**src/rtl/serial_rx_pkg.sv**
```systemverilog
// Shared types and constants for the bit-serial frame receiver.
package serial_rx_pkg;

   typedef enum logic [2:0] {
      IDLE      = 3'd0,
      DATA      = 3'd1,
      PARITY    = 3'd2,
      STOP      = 3'd3,
      WAIT_IDLE = 3'd4
   } rx_state_e;

   localparam logic LINE_IDLE = 1'b1;
   localparam logic START_BIT = 1'b0;

   // Bits per frame on the line: start + data + optional parity + stop.
   function automatic int unsigned frame_len(input int unsigned data_w,
                                             input int unsigned parity_en);
      return data_w + 2 + parity_en;
   endfunction

endpackage

```
**src/rtl/bit_sync_2ff.sv**
```systemverilog
// Two-flop synchronizer for a single asynchronous line.
module bit_sync_2ff #(
   parameter logic RST_VAL = 1'b1
) (
   input  logic clk,
   input  logic reset,
   input  logic d,
   output logic q
);

   logic r_meta;
   logic r_q;

   always_ff @(posedge clk or negedge reset) begin
      if (!reset) begin
         r_meta <= RST_VAL;
         r_q    <= RST_VAL;
      end else begin
         r_meta <= d;
         r_q    <= r_meta;
      end
   end

   assign q = r_q;

endmodule

```
**src/rtl/serial_frame_rx.sv**
```systemverilog
// Bit-serial frame receiver: start/data/parity/stop framing, LSB first,
// delivered through a single-entry valid/ready holding register.
module serial_frame_rx
   import serial_rx_pkg::*;
#(
   parameter int unsigned DATA_W    = 8,
   parameter int unsigned PARITY_EN = 1
) (
   input  logic              clk,
   input  logic              reset,
   input  logic              rx_d,
   output logic [DATA_W-1:0] rx_data,
   output logic              rx_valid,
   input  logic              rx_ready,
   output logic              parity_err,
   output logic              frame_err,
   output logic              overrun
);

   localparam int unsigned     CNT_W    = (DATA_W > 1) ? $clog2(DATA_W) : 1;
   localparam logic [CNT_W-1:0] CNT_LAST = CNT_W'(DATA_W - 1);

   logic              w_s;
   logic [DATA_W-1:0] w_shift_nx;
   logic              w_deliver_ok;

   rx_state_e         r_state;
   logic [CNT_W-1:0]  r_cnt;
   logic [DATA_W-1:0] r_shift;
   logic              r_perr;
   logic [DATA_W-1:0] r_rx_data;
   logic              r_rx_valid;
   logic              r_parity_err;
   logic              r_frame_err;
   logic              r_overrun;

   bit_sync_2ff #(.RST_VAL(LINE_IDLE)) u_sync (
      .clk   (clk),
      .reset (reset),
      .d     (rx_d),
      .q     (w_s)
   );

   // New bit enters at the MSB so the LSB-first word ends up right-aligned.
   always_comb begin
      w_shift_nx             = r_shift;
      w_shift_nx[DATA_W-1]   = w_s;
      for (int i = 0; i < int'(DATA_W) - 1; i++) begin
         w_shift_nx[i] = r_shift[i+1];
      end
   end

   assign w_deliver_ok = !r_rx_valid || rx_ready;

   always_ff @(posedge clk or negedge reset) begin
      if (!reset) begin
         r_state      <= IDLE;
         r_cnt        <= '0;
         r_shift      <= '0;
         r_perr       <= 1'b0;
         r_rx_data    <= '0;
         r_rx_valid   <= 1'b0;
         r_parity_err <= 1'b0;
         r_frame_err  <= 1'b0;
         r_overrun    <= 1'b0;
      end else begin
         r_frame_err <= 1'b0;
         r_overrun   <= 1'b0;
         if (r_rx_valid && rx_ready) begin
            r_rx_valid <= 1'b0;
         end
         case (r_state)
            IDLE: begin
               if (w_s == START_BIT) begin
                  r_state <= DATA;
                  r_cnt   <= '0;
                  r_perr  <= 1'b0;
               end
            end
            DATA: begin
               r_shift <= w_shift_nx;
               r_cnt   <= r_cnt + CNT_W'(1);
               if (r_cnt == CNT_LAST) begin
                  r_state <= (PARITY_EN != 0) ? PARITY : STOP;
               end
            end
            PARITY: begin
               r_perr  <= w_s ^ (^r_shift);
               r_state <= STOP;
            end
            STOP: begin
               if (w_s == LINE_IDLE) begin
                  if (w_deliver_ok) begin
                     r_rx_data    <= r_shift;
                     r_parity_err <= (PARITY_EN != 0) ? r_perr : 1'b0;
                     r_rx_valid   <= 1'b1;
                  end else begin
                     r_overrun <= 1'b1;
                  end
                  r_state <= IDLE;
               end else begin
                  r_frame_err <= 1'b1;
                  r_state     <= WAIT_IDLE;
               end
            end
            WAIT_IDLE: begin
               // A stuck-low line must not be read as a stream of start bits.
               if (w_s == LINE_IDLE) begin
                  r_state <= IDLE;
               end
            end
            default: r_state <= IDLE;
         endcase
      end
   end

   assign rx_data    = r_rx_data;
   assign rx_valid   = r_rx_valid;
   assign parity_err = r_parity_err;
   assign frame_err  = r_frame_err;
   assign overrun    = r_overrun;

endmodule

```
**config.mk**
```make
export PLATFORM = sky130hd
export DESIGN_NAME = serial_frame_rx
export DESIGN_NICKNAME = d
export VERILOG_FILES = /design/src/rtl/serial_rx_pkg.sv /design/src/rtl/bit_sync_2ff.sv /design/src/rtl/serial_frame_rx.sv
export SDC_FILE = /design/constraint.sdc
export NUM_CORES = 1
export LEC_CHECK = 0
export ABC_AREA = 1
export CORE_MARGIN = 2
export CORE_UTILIZATION = 65
export CTS_BUF_LIST = sky130_fd_sc_hd__clkbuf_16
export DETAILED_ROUTE_END_ITERATION = 12
export DONT_BUFFER_PORTS = 1
export PLACE_DENSITY = 0.82
export SLEW_MARGIN = 10
export SYNTH_ARGS = -nofsm -noshare
export SYNTH_HDL_FRONTEND = slang
export SYNTH_SLANG_ARGS = --single-unit
```
**constraint.sdc**
```tcl
create_clock -name clk -period 3.9 [get_ports clk]
set_clock_uncertainty 0.2 [all_clocks]
set_input_delay 0.78 -clock clk [delete_from_list [all_inputs] [get_ports clk]]
set_output_delay 0.78 -clock clk [all_outputs]
set_load 0.01 [all_outputs]
```
# Yosys cells after proc, flatten, opt, wreduce, memory -nomap -nowiden
# Index checks and enable logic that the tools add are counted.
# word_totals
regBits	29
inputBits	4
out_inout_bits	12
elab_cells	50
# op_classes
n_addsub	1
eq_ne	8
muxes	18
bitwise	1
n_reduce_logical	11
# ops
cell	count
2-to-1 mux 3 bit	5
one-hot mux 3 bit (5 select lines)	1
2-to-1 mux 1 bit	10
XOR reduction 8 bit	1
equality test 3 x 2 -> 1 bit (second input constant)	2
equality test 3 bit (second input constant)	2
one-hot mux 3 bit (2 select lines)	1
AND reduction 3 bit	2
!= test 2 bit (second input constant)	2
AND reduction 2 bit	2
nonzero test 2 bit	2
adder 3 x 1 -> 3 bit (second input constant)	1
equality test 3 x 1 -> 1 bit (second input constant)	1
logical NOT 3 bit	1
!= test 2 x 1 -> 1 bit (second input constant)	1
one-hot mux 1 bit (2 select lines)	1
logical AND 1 bit	1
logical NOT 1 bit	1
logical OR 1 bit	1
XOR 1 bit	1

# Longest topological paths before layout
# Gate-level depths: netlist of the first run.
# logic_depth
depth_word	5
ltp_mapped	10

# Modules after synthesis
# A second synthesis of the first run with hierarchy kept.
# unflattened
cells_unflattened	141
area_unflattened_um2	1252.5
# modules_own_cells
module	n_inst	cells_per_inst	area_each_um2	seq_area_each_um2
serial_frame_rx	1	139	1199.9	675.6
bit_sync_2ff	1	2	52.6	52.6

# Least setup slack after synthesis of the first run
# No wires, ideal clock.
# synth_timing
kind	input port to flip-flop
from	input port rx_ready
to	register r_parity_err, in the netlist parity_err
setup_ps	125
arrival_time_ps	1345
t_required_ps	3575
slack_ps	2230
path_stages	4
cell_sequence	inv_1 -> nand2_1 -> nand3_4 -> mux2_4
# synth_between
elab_chain_cells	2
# synth_lines
element	line_no	rtl
from (decl)	serial_frame_rx.sv:14	input logic rx_ready,
logical OR 1 bit	serial_frame_rx.sv:53	assign w_deliver_ok = !r_rx_valid || rx_ready;
AND reduction 3 bit (no line)	--	
to (signal assigned)	serial_frame_rx.sv:95	r_parity_err <= (PARITY_EN != 0) ? r_perr : 1'b0;
to (decl)	serial_frame_rx.sv:33	logic r_parity_err;
# Every way passes these cells.
# A chain may end at the register's enable or synchronous reset.

==> results of run 1 <==
-- synth_stat cells (all sizes together) --
library cell  count
nand2            63
dfrtp            27
inv              21
o21ai            21
nand3             7
nor2              5
buf               3
dfstp             2
ha                2
a211oi            1
a21oi             1
clkbuf            1
mux2              1
mux2i             1
nand4             1
nor3              1
o211ai            1
-- worst max-delay path by stage --
stage / from / to / cells past startpoint
4_1_cts: r_state[1] / r_state[1] / 4
2_1_floorplan: rx_ready / parity_err / 4
3_3_place_gp: rx_ready / parity_err / 4
5_1_grt: reset / r_shift[6] / 1
6_report: reset / r_shift[1] / 1
3_5_place_dp: rx_ready / parity_err / 4
-- flip-flops by register name, summed over array words and instances, names as in the netlist --
signal,cells
parity_err,1
r_shift,8
u_sync.r_meta,1
frame_err,1
r_cnt,3
u_sync.q,1
overrun,1
rx_data,8
r_state,3
r_perr,1
rx_valid,1
-- power groups by stage --
| stage | registers (uW) | logic [uW] | clock network (uW) |
|---|---|---|---|
| 3_5_place_dp | 532 | 468 | 0 |
| 5_1_grt | 545 | 566 | 366 |
| 2_1_floorplan | 510 | 405 | 0 |
| 3_3_place_gp | 524 | 447 | 0 |
| 6_report | 532 | 498 | 346 |
| 4_1_cts | 530 | 489 | 352 |
-- metal layers --
metal	routed length, microns	share of wire	vias up	GRT usage
li1	-	-	510	-
met1	1240	0.46	467	0.321
met2	1200	0.45	52	0.393
met3	187	0.070	9	0.0606
met4	60	0.022	0	0.139
met5	0	0	-	0
-- stage by stage --
stage          worst slack [ns]  cells  total power [uW]  area (sq um)
2_1_floorplan              2.23    159               915          1360
3_3_place_gp               2.09    182               971          1370
6_report                   2.09    192              1380          1530
5_1_grt                    1.92    192              1480          1530
3_5_place_dp               2.06    182              1000          1370
4_1_cts                    2.10    191              1370          1520
-- area by class of cell --
class                   instances  area, sq um  share of cell area
flip-flops and latches         29          728               0.477
multi-input cells             105          531               0.347
clock buffers                   5          125              0.0819
inverters                      21         78.8              0.0516
repair buffers                  2         20.0              0.0131
well taps                      27         33.8              0.0221
clock inverters                 3         11.3             0.00737
-- logic make-up (layout without fill, tap and decap cells) --
logic type | Yosys count | count (layout) | synth area share
simple gates | 77 | 77 | 0.239
flops | 29 | 29 | 0.534
buf+inv | 25 | 31 | 0.0762
compound gates | 24 | 24 | 0.114
fa+ha+maj | 2 | 2 | 0.0184
mux | 2 | 2 | 0.0184
==> summary.txt, run 1 <==
Synth
  – Syn avg cell area: 8.57 sq um
  – Top cell type's share of synthesized area: 0.496
  – Unique cell type count in the Yosys netlist: 21
  – Synth area leaders: dfrtp_1, nand2_1, inv_1
  – Biggest area consumer among synthesized cells: dfrtp_1
  – Sequential share of the synthesized area: 0.534
  – Post-Syn Instances: approximately 160
  – Synth warnings: 0
  – Syn nets: between 150 and 200
  – Mapped Area: ~1400 sq um
  – Post-synthesis register bit count: 29

Setup path
  – CP bufs+invs: 1
  – Reg-to-reg endpoint: r_state[1]
  – Setup crit start kind: input pin
  – Family with the most delay on the worst path: buffers and inverters
  – CP peak stage delay: roughly 1.1 ns
  – CP Capture Type: asynchronous set/reset pin
  – R2R cell count: 4
  – Worst R2R Start: r_state[1]
  – CP Max Fanout: 19
  – R2R setup slack: between 2 and 2.5 ns
  – Req. time, crit path: 3.98 ns
  – Worst-path cell chain: dlygate4sd3_1
  – Critical Path AT: about 1.9 ns
  – Critical path's slowest cell: dlygate4sd3_1
  – Worst Setup Path Type: input pin to asynchronous set/reset pin

STA
  – RSZ-0062 raised after global routing: false
  – Final setup TNS: 0 ns
  – Tcrit/Tclk final: 0.465
  – Max Freq: 552 MHz
  – Hold Worst Slack: between 0.15 and 0.2 ns
  – Slew Viols, Final: 0
  – Minimum clock period after layout: ~1.8 ns
  – Final Hold Fails: 0
  – Worst slew margin: 0.418
  – Slew @ Worst Pin: 0.870 ns
  – Count of final setup violators: 0

Finish
  – Final core utilization: 0.779
  – Commonest non-fill, non-tap cell in the layout: nand2_1
  – Filler cells: between 100 and 150
  – Layout cells sized above 1: 0.121
  – Syn-to-layout area delta: 12.1%
  – Nets@finish: 170
  – Antenna Cells: 0
  – Most frequent cells in the layout: nand2_1, dfrtp_1, inv_1

Pwr
  – Pwr Density: about 900 nW/um^2
  – Logic gate share of total power: 0.362
  – Cell Int Power: slightly above 800 uW
  – Clock Power Share: 0.251
  – Sw Ratio: 0.410
  – VDD IR max: about 0.55 mV
  – Seq pwr share: 0.387
  – P_leak: roughly 0.0008 uW
  – Psw: 564 uW

Die
  – IO Pins: 16
  – Die footprint: between 2000 and 2500 sq um
  – Core Rows: 16
  – Initial core utilization: 0.695
  – Core area: a little under 2000 sq um
  – DIE WIDTH: 49.8 microns
  – Die Span Y: between 40 and 50 microns

Routing
  – DRT iter0 DRCs: 35
  – Post-route ant nets: 0
  – Routed len/inst: between 10 and 15 microns
  – 1st-pass router iterations: 4
  – Final WL: about 2700 microns
  – Via/cell ratio: about 5.4
  – Vias: 1,038
  – Drt drc: 0

Clocking
  – Root Driver: clkbuf_16
  – Setup Buffers After CTS: 0
  – Clock-pin slew on the worst setup and hold paths: 0.04 ns
  – Clock sink total: 29
  – CTS hold repair buffers: 1
  – CTS HTree Levels: 2
  – CTS tree: built
  – Max Buffers Root-to-Sink: 2
  – CTS Buf Count: 5
  – Clock Latency Late Sink: ~0.27 ns
  – Post_cts resized: 0

Status
  – Outcome: complete, no violations

GRT
  – Global-route wire length before repair: ~4500 microns
  – Initial antenna violation count: 0
  – Number of global-route vias before repair: about 990
  – Largest net degree at the start of global routing: 23
  – Total congestion overflow: 0
  – Tot GR Track Use: 0.252

Placement
  – PortBufs: 0
  – Hpwl dp: approximately 1600 microns
  – GPL Wtd Cong: 0.780

Hold path
  – Worst Hold Class: input pin to asynchronous set/reset pin

Job
  – Max Cap Viol: 0
Power figures use the tool's default switching activity.
==> run 2: changes to the inputs <==
Settings changed: CORE_UTILIZATION 65 to 61, PLACE_DENSITY 0.82 to 0.78.
Clock period 3.9 ns to 1.7 ns, I/O delays scaled along.
==> run 2 against run 1 <==
Critical endpoint is now rx_data[4]. Worst setup slack got worse by 1.9 ns. Combinational power rose by 140%. Non-clock buffer count rose by 3. Wire length fell by 4.7%. Critical path type is now register to register. Clock power rose by 130%. Clock-buffer cell count did not move. Power rose by 130%.
==> summary.txt, run 2 (synthesis gave the netlist of run 1 again) <==
Status
  – Outcome: complete, no violations (unchanged)

Finish
  – Layout cells sized above 1: 0.143 (was 0.121)
  – Multi-input logic area: 531 sq um (unchanged)
  – Final core utilization: 0.727 (was 0.779)
  – Most frequent cells in the layout: nand2_1, dfrtp_1, inv_1 (unchanged)
  – Syn-to-layout area delta: 15.8% (was 12.1%)
  – Filler cells: 151 (was 133)
  – Antenna Cells: 0 (unchanged)
  – Commonest non-fill, non-tap cell in the layout: nand2_1 (unchanged)
  – Register area: 728 sq um (unchanged)
  – Nets@finish: 173 (was 170)

Hold path
  – Worst Hold End: overrun
  – Hold Crit Start: rx_ready
  – Worst Hold Class: input pin to register (was input pin to asynchronous set/reset pin)
  – Hold path depth: 3

Clocking
  – Post_cts resized: 0 (unchanged)
  – Max Buffers Root-to-Sink: 2 (unchanged)
  – Clock sink total: 29 (unchanged)
  – CTS Buf Count: 5 (unchanged)
  – Clock Latency Late Sink: 0.27 ns (about the same)
  – CTS HTree Levels: 2 (unchanged)
  – Root Driver: clkbuf_16 (unchanged)
  – CTS tree: built (unchanged)
  – Clock-pin slew on the worst setup and hold paths: 0.05 ns (was 0.04 ns)

Die
  – Core Rows: 17 (was 16)
  – Core area: 2170 sq um (was 1960 sq um)
  – DIE WIDTH: 51.3 microns (was 49.8 microns)
  – Die footprint: 2630 sq um (was 2480 sq um)
  – Initial core utilization: 0.628 (was 0.695)
  – Die Span Y: 51.3 microns (was 49.8 microns)
  – IO Pins: 16 (unchanged)

Routing
  – Post-route ant nets: 0 (unchanged)
  – Via/cell ratio: 5.19 (was 5.41)
  – Routed len/inst: 13.0 microns (was 14.0 microns)
  – Vias: 1,017 (was 1,038)
  – DRT iter0 DRCs: 31 (was 35)
  – Final WL: 2560 microns (was 2680 microns)
  – 1st-pass router iterations: 5 (was 4)
  – Drt drc: 0 (unchanged)

STA
  – Hold Worst Slack: 0.137 ns (was 0.153 ns)
  – RSZ-0062 raised after global routing: false (unchanged)
  – Slew Viols, Final: 0 (unchanged)
  – Count of final setup violators: 0 (unchanged)
  – Tcrit/Tclk final: 0.890
  – Slew @ Worst Pin: 0.417 ns (was 0.870 ns)
  – Minimum clock period after layout: approximately 1.5 ns
  – Final worst slack: 0.187 ns (was 2.09 ns)
  – Final Hold Fails: 0 (unchanged)
  – Worst slew margin: 0.720 (was 0.418)
  – Max Freq: approximately 660 MHz
  – Final setup TNS: 0 ns (unchanged)

Pwr
  – Pwr Density: 2050 nW/um^2 (was 901 nW/um^2)
  – P_leak: 0.000815 uW (was 0.000796 uW)
  – VDD IR max: 1.42 mV (was 0.546 mV)

Setup path
  – Worst Setup Path Type: register to register (was input pin to asynchronous set/reset pin)
  – Critical Path AT: 1.47 ns (was 1.89 ns)
  – Setup crit start kind: register (was input pin)
  – Worst R2R Start: r_state[2] (was r_state[1])
  – Req. time, crit path: 1.65 ns (was 3.98 ns)
  – CP Max Fanout: 16 (was 19)
  – Critical Path Start: r_state[2] (was reset)
  – R2R cell count: 5 (was 4)
  – R2R setup slack: 0.19 ns (was 2.09 ns)
  – Reg-to-reg endpoint: rx_data[4] (was r_state[1])
  – CP Capture Type: register (was asynchronous set/reset pin)

Placement
  – GPL Wtd Cong: 0.825 (was 0.780)
  – Place WS: 0.198 ns (was 2.06 ns)
  – PortBufs: 0 (unchanged)
  – Hpwl dp: 1700 microns (was 1640 microns)

GRT
  – Total congestion overflow: 0 (unchanged)
  – Initial antenna violation count: 0 (unchanged)
  – Largest net degree at the start of global routing: 30 (was 23)
  – Global-route wire length before repair: 4450 microns (was 4490 microns)
  – Number of global-route vias before repair: 1,004 (was 991)
  – Tot GR Track Use: 0.235 (was 0.252)

Job
  – Max Cap Viol: 0 (unchanged)
run 2: cell types whose count changed in the layout (fill, tap and decap cells not counted), sizes merged:
cell and change:
inv -2, buf +3, clkinv +2
run 2: worst max-delay path: stages (launching register included):
cell     delay, ns
dfrtp_1       0.45
nor3_4        0.28
nand3_4       0.10
buf_4         0.21
nand2_1       0.10
o21ai_2       0.06
run 2: power by group:
part	switching (uW)	total, uW	leakage, uW	internal (uW)
clock network	272	798	0.0000687	525
registers	263	1220	0.000373	956
logic	760	1210	0.000373	451
run 2: final cells by class:
cell class / instances / area share
sequential: 29 / 0.462
multi-input combinational: 105 / 0.336
clock buffer: 5 / 0.0793
inverter: 21 / 0.0500
timing repair buffer: 5 / 0.0428
tap: 28 / 0.0222
clock inverter: 3 / 0.00793
run 2: routing by layer:
layer	up-vias	global-route usage	wire, microns
met5	-	0	0
met4	0	0.0965	26
met1	465	0.292	1150
met2	33	0.364	1220
met3	4	0.0965	156
li1	515	-	-
run 2: what timing repair did:
item,4_1_cts,5_1_grt
hold endpoints to repair,30,0
hold buffers,3,0
buffers inserted,0,0
run 2: how the worst max path moves through the flow:
stage	endpoint	depth (start not counted)
6_report	rx_data[4]	5
5_1_grt	r_perr	10
4_1_cts	rx_data[4]	5
3_5_place_dp	rx_data[7]	5
3_3_place_gp	rx_data[1]	5
2_1_floorplan	parity_err	3
run 2: stage by stage:
stage	instance area (sq um)	power (uW)	instances
6_report	1580	3230	196
2_1_floorplan	1360	2100	159
3_3_place_gp	1400	2310	185
4_1_cts	1580	3240	196
3_5_place_dp	1400	2380	185
5_1_grt	1580	3500	196
